===== src/rtl/rv_ctrl_if.sv =====
// rv_ctrl_if: fetch and load/store handshake bundle between rv_ctrl_fsm and the memory ports.
interface rv_ctrl_if;
   logic [31:0] inst;
   logic        ifu_req;
   logic        ifu_ready;
   logic        inst_we;
   logic        lsu_req;
   logic        lsu_wen;
   logic        lsu_ready;
   modport master (input inst, ifu_ready, lsu_ready, output ifu_req, inst_we, lsu_req, lsu_wen);
   modport slave  (output inst, ifu_ready, lsu_ready, input ifu_req, inst_we, lsu_req, lsu_wen);
endinterface


===== src/rtl/rv_ctrl_fsm.sv =====
// rv_ctrl_fsm: multi-cycle fetch/decode/exec/mem/wb sequencer for the RV32 NPC with sticky halt and instret.
// Optional handshake timeout enabled by defining RV_CTRL_TIMEOUT_EN.
module rv_ctrl_fsm #(
   parameter int WIDTH   = 32,
   parameter int TIMEOUT = 1024
) (
   input  logic             clk,
   input  logic             rst,
   rv_ctrl_if.master        bus,
   output logic             rf_we,
   output logic             pc_we,
   output logic             halt,
   output logic             illegal,
   output logic             timeout,
   output logic [2:0]       state,
   output logic [WIDTH-1:0] instret
);
   typedef enum logic [2:0] {FETCH = 3'd0, DECODE = 3'd1, EXEC = 3'd2, MEM = 3'd3, WB = 3'd4, HALT = 3'd5} state_t;
   state_t           r_state;
   logic [6:0]       r_op;
   logic [4:0]       r_rd;
   logic [11:0]      r_f12;
   logic             r_ifu_req, r_lsu_req, r_lsu_wen, r_halt, r_illegal;
   logic [WIDTH-1:0] r_instret;
   logic             w_fetch_hs, w_mem_hs, w_load, w_store, w_branch, w_legal, w_ebreak, w_expire;
   assign w_fetch_hs = (r_state == FETCH) & r_ifu_req & bus.ifu_ready;
   assign w_mem_hs   = (r_state == MEM) & r_lsu_req & bus.lsu_ready;
   assign w_load     = r_op == 7'b0000011;
   assign w_store    = r_op == 7'b0100011;
   assign w_branch   = r_op == 7'b1100011;
   assign w_ebreak   = (r_op == 7'b1110011) & (r_f12 == 12'h001);
   assign w_legal    = r_op inside {7'b0110111, 7'b0010111, 7'b1101111, 7'b1100111, 7'b1100011,
                                    7'b0000011, 7'b0100011, 7'b0010011, 7'b0110011};
`ifdef RV_CTRL_TIMEOUT_EN
   localparam int CW = $clog2(TIMEOUT + 1);
   logic [CW-1:0] r_cnt;
   logic          r_timeout, w_wait;
   // Counter sits at zero outside a pending handshake, so it is clear on every entry to FETCH/MEM.
   assign w_wait   = ((r_state == FETCH) & ~w_fetch_hs) | ((r_state == MEM) & ~w_mem_hs);
   assign w_expire = w_wait & (r_cnt == CW'(TIMEOUT - 1));
   always_ff @(posedge clk) begin
      if (rst) begin
         r_cnt     <= '0;
         r_timeout <= 1'b0;
      end else begin
         r_cnt     <= w_wait ? r_cnt + 1'b1 : '0;
         r_timeout <= r_timeout | w_expire;
      end
   end
   assign timeout = r_timeout;
`else
   assign w_expire = 1'b0;
   assign timeout  = 1'b0;
`endif
   always_ff @(posedge clk) begin
      if (rst) begin
         r_state   <= FETCH;
         r_ifu_req <= 1'b0;
         r_lsu_req <= 1'b0;
         r_lsu_wen <= 1'b0;
         r_halt    <= 1'b0;
         r_illegal <= 1'b0;
         r_instret <= '0;
         r_op      <= '0;
         r_rd      <= '0;
         r_f12     <= '0;
      end else begin
         if (pc_we) r_instret <= r_instret + 1'b1;
         case (r_state)
            FETCH: begin
               if (w_fetch_hs) begin
                  r_state   <= DECODE;
                  r_ifu_req <= 1'b0;
                  r_op      <= bus.inst[6:0];
                  r_rd      <= bus.inst[11:7];
                  r_f12     <= bus.inst[31:20];
               end else if (w_expire) begin
                  r_state   <= HALT;
                  r_ifu_req <= 1'b0;
                  r_halt    <= 1'b1;
               end else r_ifu_req <= 1'b1;
            end
            DECODE: begin
               if (w_ebreak | ~w_legal) begin
                  r_state   <= HALT;
                  r_halt    <= 1'b1;
                  r_illegal <= ~w_ebreak;
               end else r_state <= EXEC;
            end
            EXEC: begin
               if (w_load | w_store) begin
                  r_state   <= MEM;
                  r_lsu_req <= 1'b1;
                  r_lsu_wen <= w_store;
               end else if (w_branch) begin
                  r_state   <= FETCH;
                  r_ifu_req <= 1'b1;
               end else r_state <= WB;
            end
            MEM: begin
               if (w_mem_hs) begin
                  r_state   <= r_lsu_wen ? FETCH : WB;
                  r_ifu_req <= r_lsu_wen;
                  r_lsu_req <= 1'b0;
                  r_lsu_wen <= 1'b0;
               end else if (w_expire) begin
                  r_state   <= HALT;
                  r_halt    <= 1'b1;
                  r_lsu_req <= 1'b0;
                  r_lsu_wen <= 1'b0;
               end
            end
            WB: begin
               r_state   <= FETCH;
               r_ifu_req <= 1'b1;
            end
            HALT: ;
            default: begin
               r_state   <= HALT;
               r_halt    <= 1'b1;
               r_illegal <= 1'b1;
            end
         endcase
      end
   end
   // Strobes follow the handshakes combinationally so they land in the handshake cycle itself.
   assign bus.ifu_req = r_ifu_req;
   assign bus.inst_we = w_fetch_hs & ~rst;
   assign bus.lsu_req = r_lsu_req;
   assign bus.lsu_wen = r_lsu_wen;
   assign pc_we       = ~rst & ((r_state == WB) | ((r_state == EXEC) & w_branch) | (w_mem_hs & r_lsu_wen));
   assign rf_we       = ~rst & (r_state == WB) & (r_rd != 5'd0);
   assign halt        = r_halt;
   assign illegal     = r_illegal;
   assign state       = r_state;
   assign instret     = r_instret;
endmodule


===== src/flat_wrapper.sv =====
// flat-port wrapper written by rule: the top's interface ports become plain ports
module rv_ctrl_fsm_flat 
#(
   parameter int WIDTH   = 32,
   parameter int TIMEOUT = 1024
)
  (clk, rst, rf_we, pc_we, halt, illegal, timeout, state, instret, bus_inst, bus_ifu_ready, bus_lsu_ready, bus_ifu_req, bus_inst_we, bus_lsu_req, bus_lsu_wen);
  rv_ctrl_if bus_i ();
  input  logic clk;
  input  logic rst;
  output logic rf_we;
  output logic pc_we;
  output logic halt;
  output logic illegal;
  output logic timeout;
  output logic [2:0] state;
  output logic [WIDTH-1:0] instret;
  input wire logic [$bits(bus_i.inst)-1:0] bus_inst;
  input wire logic [$bits(bus_i.ifu_ready)-1:0] bus_ifu_ready;
  input wire logic [$bits(bus_i.lsu_ready)-1:0] bus_lsu_ready;
  output wire logic [$bits(bus_i.ifu_req)-1:0] bus_ifu_req;
  output wire logic [$bits(bus_i.inst_we)-1:0] bus_inst_we;
  output wire logic [$bits(bus_i.lsu_req)-1:0] bus_lsu_req;
  output wire logic [$bits(bus_i.lsu_wen)-1:0] bus_lsu_wen;
  assign bus_i.inst = bus_inst;
  assign bus_i.ifu_ready = bus_ifu_ready;
  assign bus_i.lsu_ready = bus_lsu_ready;
  assign bus_ifu_req = bus_i.ifu_req;
  assign bus_inst_we = bus_i.inst_we;
  assign bus_lsu_req = bus_i.lsu_req;
  assign bus_lsu_wen = bus_i.lsu_wen;
  rv_ctrl_fsm #(.WIDTH(WIDTH), .TIMEOUT(TIMEOUT)) u_core (.clk(clk), .rst(rst), .bus(bus_i), .rf_we(rf_we), .pc_we(pc_we), .halt(halt), .illegal(illegal), .timeout(timeout), .state(state), .instret(instret));
endmodule

===== config.mk =====
export PLATFORM = sky130hd
export DESIGN_NAME = rv_ctrl_fsm_flat
export DESIGN_NICKNAME = d
export VERILOG_FILES = /design/src/rtl/rv_ctrl_if.sv /design/src/rtl/rv_ctrl_fsm.sv /design/src/flat_wrapper.sv
export SDC_FILE = /design/constraint.sdc
export NUM_CORES = 1
export LEC_CHECK = 0
export CAP_MARGIN = 10
export CELL_PAD_IN_SITES_DETAIL_PLACEMENT = 1
export CELL_PAD_IN_SITES_GLOBAL_PLACEMENT = 2
export CORE_MARGIN = 5
export CORE_UTILIZATION = 25
export CTS_BUF_LIST = sky130_fd_sc_hd__clkbuf_8
export DETAILED_ROUTE_END_ITERATION = 6
export GPL_TIMING_DRIVEN = 0
export PLACE_DENSITY_LB_ADDON = 0.1
export SYNTH_ARGS = -nofsm -noshare
export SYNTH_HDL_FRONTEND = slang
export SYNTH_SLANG_ARGS = --single-unit

===== constraint.sdc =====
create_clock -name clk -period 1.85 [get_ports clk]
set_input_delay 0.185 -clock clk [delete_from_list [all_inputs] [get_ports clk]]
set_output_delay 0.185 -clock clk [all_outputs]
set_load 0.02 [all_outputs]

# Yosys cells after proc, flatten, opt, wreduce, memory -nomap -nowiden
# Cells that the tools add are included.
# classes
addsub	1
n_eq_ne	22
mux	21
bitwise_logic	20
n_reduce_logical	11
# op_table
op	n
$add 32x1->32 const B	1
$eq 7x7->1 const B	4
$eq 7x6->1 const B	3
$mux 3	6
$pmux 3 s6	1
$eq 7x5->1 const B	2
$eq 12x1->1 const B	1
$and 1x1->1	11
$ne 2x1->1 const B	5
$mux 1	9
$reduce_bool 9->1	1
$pmux 1 s2	4
$eq 7x2->1 const B	1
$eq 3x2->1 const B	2
$eq 3x3->1 const B	2
$reduce_and 3->1	2
$not 1->1	5
$reduce_bool 5->1	1
$reduce_or 5->1	1
$or 1x1->1	4
$pmux 1 s4	1
$reduce_and 2->1	2
$reduce_and 4->1	1
$reduce_bool 4->1	1
other kinds (4)	4
# totals
reg_bits	64
in_bits	36
out_inout_bits	44

# Logic depth before layout (Yosys ltp)
# depth
depth_word	6
mapped_depth	7
mapped_depth_nobuf	6

# Least setup slack after synthesis
# No wires, ideal clock.
# synth_path
path_type	reg2reg
from	reg u_core.r_state[1] (netlist: u_core.state[1])
to	reg u_core.r_instret[21] (netlist: u_core.instret[21])
setup_time_ns	0.071
arrival_ns	2.136
path_slack_ns	-0.357
path_stages_with_launch	7
synth_period_minus_slack_ns	2.207
cell_sequence	dfxtp_1 > or3b_1 > nor4_4 > o21ai_1 > buf_2 > or4_1 > a21oi_1
# synth_via
elab_chain_cells	6
word_cells_on_any_way	10
cone_classes	eq/ne: 3; bitwise: 7
# synth_lines
item	line_no	text
start, declared	rv_ctrl_fsm.sv:19	state_t r_state;
start signal, assigned	rv_ctrl_fsm.sv:102	r_state <= r_lsu_wen ? FETCH : WB;
$eq 3x2->1	rv_ctrl_fsm.sv:27	assign w_mem_hs = (r_state == MEM) & r_lsu_req & bus.lsu_ready;
$and 1x1->1 (2 in a row)	rv_ctrl_fsm.sv:27	
$and 1x1->1	rv_ctrl_fsm.sv:131	assign pc_we = ~rst & ((r_state == WB) | ((r_state == EXEC) & w_branch) | (w_mem_hs & r_lsu_wen));
$or 1x1->1 *	rv_ctrl_fsm.sv:131	
$and 1x1->1 *	rv_ctrl_fsm.sv:131	
end signal, assigned	rv_ctrl_fsm.sv:68	if (pc_we) r_instret <= r_instret + 1'b1;
end, declared	rv_ctrl_fsm.sv:24	logic [WIDTH-1:0] r_instret;
# Mark *: on every way between the ends. The rest lies on a longest branch, timed or not.
# A chain may end at the register's enable or synchronous reset.

# Worst setup path after layout
# layout_path
from	reg u_core.r_op[4]
to	reg u_core.r_instret[21] (netlist: u_core.instret[21])
# layout_via
elab_chain_cells	5
# layout_lines
item	line_no	text
start, declared	rv_ctrl_fsm.sv:20	logic [6:0] r_op;
start signal, assigned	rv_ctrl_fsm.sv:74	r_op <= bus.inst[6:0];
$eq 7x7->1	rv_ctrl_fsm.sv:30	assign w_branch = r_op == 7'b1100011;
$and 1x1->1	rv_ctrl_fsm.sv:131	
$or 1x1->1 (2 in a row)	rv_ctrl_fsm.sv:131	
$and 1x1->1	rv_ctrl_fsm.sv:131	
# Every way passes these cells.

==> results by group <==
Outcome
  • Outcome: finished with violations
  • Failing checks: negative setup slack

Placed design
  • Pre-CTS setup slack: -1.02 ns
  • PortBufs: 69
  • Routability cong.: 0.793
  • Detail Placement HPWL: 7290 um

Synthesis
  • Top_reg_cell synth: dfxtp_1
  • Synth unique cells: 47
  • Ys Warns: 0
  • Cells after Synth: 386
  • Syn_nets: 424
  • Sequential element share of the synthesized area: 42.7%
  • Async SR Flop Fraction: 0%
  • Number of synthesized flops with an enable pin: 0
  • Synth Cell Area: 0.00300 mm^2
  • #FFs+latches synth: 64
  • Syn_area_per_cell: 7.77 um^2

STA
  • Final Hold Fails: 0
  • Final setup skew: 0.0143 ns
  • Slew headroom: 58.0%
  • Unrepaired setup endpoints after global routing: yes
  • Final WS setup: -0.260 ns
  • Final Cycle Share: 114%
  • Post-layout min period: 2.11 ns
  • Hold WS: 0.390 ns
  • Setup TNS: -4.31 ns
  • Max Freq: 0.474 GHz
  • Fin. max-slew vios: 0
  • Slew @ Worst Pin: 0.630 ns
  • Final setup fails: 31

Clock tree
  • Clk buf depth: 2
  • CTS tree: yes
  • Sink Count: 64
  • Clock Root Buffer: clkbuf_8
  • # H-tree levels: 3
  • TritonCTS Buffers: 9
  • Hold Buf Count CTS: 0
  • CTS clk-pin slew, worst paths: 0.07 ns
  • Worst skew pair latency: 0.35 ns

Routing
  • DR vias/cell: 4.99
  • Drt wl/cell: 16.3 um
  • DR WL met3: 376 um
  • Drt first pass iters: 4
  • M1 wire length: 4800 um
  • Wirelength, routed: 10500 um
  • DRC: 0
  • Met2 wire len: 5140 um
  • Via count: 3192
  • DR iter-0 viols: 107
  • Uppermost layer routed: met4
  • Antenna-violating nets left: 0

Setup path
  • Setup Crit Path Kind: register to register
  • Reg2Reg Launch Point: u_core.r_op[4]
  • CP startpoint: u_core.r_op[4]
  • CP arrival: 2.38 ns
  • Critical Path Fanout Max: 7
  • Crit path capture type: register
  • Data required, critical path: 2.12 ns
  • CP Launch Type: register

Floorplan
  • Core region area: 0.0119 mm^2
  • Height of the die: 120 um
  • Initial Util: 25.2%
  • Ports: 80
  • Row cnt: 40
  • Die ar.: 0.0143 mm^2
  • Die X: 120 um

Power
  • Pwr Total: 3.57 mW
  • Worst vdd ir: 0.313 mV
  • Leak: 1.51 nW
  • PD cells: 786 mW/mm^2

Layout
  • Nets@finish: 526
  • Multi-input logic area: 0.00184 mm^2
  • Antenna fix cells: 0
  • Fill cell count: 1450
  • Reg area: 0.00129 mm^2
  • Area delta synth->final: 51.1%
  • Layout cells sized above 1: 17.8%

GRT
  • Initial antenna violation count: 0
  • GRT overflow: 0
  • Largest net degree at the start of global routing: 16
  • First-pass GRT wire length: 16600 um
  • Number of global-route vias before repair: 3180
  • GRT Total Usage: 14.5%

Flow run
  • Max cap viols: 0

Hold path
  • HP Class: input pin to register
  • HP Start: bus_inst[3]
## state kept, by name, indices dropped and copies added (netlist names)
signal / cells
u_core.instret: 32
u_core.bus.lsu_wen: 1
u_core.halt: 1
u_core.bus.ifu_req: 1
u_core.r_f12: 12
u_core.r_rd: 5
u_core.r_op: 7
u_core.state: 3
u_core.illegal: 1
u_core.bus.lsu_req: 1
## cells in the mapped netlist, types with 4 or more instances
cell        n  area share, %
o2111ai_1   8            2.3
a21oi_1    46            7.7
inv_1      13            1.6
or4_1       4            1.0
a211oi_1    4            1.0
xor2_1      9            2.6
nor3_1      7            1.2
nand4_1     7            1.5
nor4_1      6            1.3
dfxtp_1    64             43
clkbuf_1   15            1.9
nand3_1    14            2.3
nor2b_1     7            1.5
or3_1      13            2.7
o21ai_0    19            3.2
nand2_1    66            8.3
nor2_1     37            4.6
## report_power, final
part | switching, mW | total [mW] | internal (mW)
clock network | 0.540 | 1.04 | 0.495
registers | 0.0843 | 1.57 | 1.48
logic | 0.540 | 0.964 | 0.425
## worst max-delay path, stage by stage, from the launching register on
cell	delay (ns)
dfxtp_2	0.33
or3_4	0.41
nor4_4	0.33
buf_6	0.21
o21ai_4	0.07
buf_6	0.14
or4_1	0.41
a21oi_2	0.13
## logic make-up (layout without fill, tap and decap cells)
group                    Yosys count  count (layout)  synth area share, %
AND/OR/NAND/NOR                  175             175                 28.1
AO/OA/AOI/OAI                     98              99                 19.8
XOR/XNOR                          12              12                 3.50
multiplexers                       2               2                0.751
other                              1               1                0.125
flip-flops                        64              64                 42.7
adder cells (fa/ha/maj)            2               2                0.834
buffers and inverters             32             138                 4.17
## metal layers
metal	up-vias	global-route usage, %
met5	-	0
met4	0	5.58
met3	11	2.83
met2	57	24.4
met1	1539	18.4
li1	1585	-
## worst paths after layout
kind / end / slack [ns] / cells after the start
min reg2reg: u_core.r_rd[3] / 0.46 / 2
max: u_core.instret[21] / -0.26 / 7
max reg2reg: u_core.instret[21] / -0.26 / 7
min: u_core.r_op[3] / 0.39 / 3
## through the flow
| step | area [um^2] | utilization [%] | std cells |
|---|---|---|---|
| CTS | 4420 | 37.1 | 633 |
| detailed placement | 3910 | 32.8 | 602 |
| global route | 4530 | 38.1 | 640 |
| floorplan | 3040 | - | 386 |
| global placement | 3910 | 32.8 | 602 |
| finish | 4530 | 38.1 | 640 |
## cell type report
cell class / count / share of cell area [%]
flip-flops and latches: 64 / 28.5
clock buffers: 10 / 3.04
repair buffers: 92 / 19.4
multi-input cells: 291 / 40.5
inverters: 13 / 1.08
clock inverters: 6 / 0.497
plain buffers: 17 / 2.84
well taps: 147 / 4.06
## placed cells by master (no fill, tap or decap), types with 4 or more instances in the layout
cell type        count
or3_1               11
clkbuf_8            13
nor2_1              31
nand4_1              7
nor4_1               4
a211oi_1             4
nor3_1               4
a21oi_1             40
a21oi_2              6
nor2b_1              7
o2111ai_1            4
xor2_1               9
nand3_1             13
clkbuf_1             7
o21ai_0             13
inv_1               19
or4_1                4
buf_4               17
dfxtp_2              4
clkdlybuf4s50_1     66
dfxtp_1             58
nand2_1             66
buf_6                9
## repair_timing
action / CTS / global route
endpoints found under the setup margin: 63 / 56
pin swaps: 18 / 16
setup buffers: 14 / 7
gates cloned: 2 / 1
gates resized for setup: 72 / 27
Power figures use the tool's default switching activity.
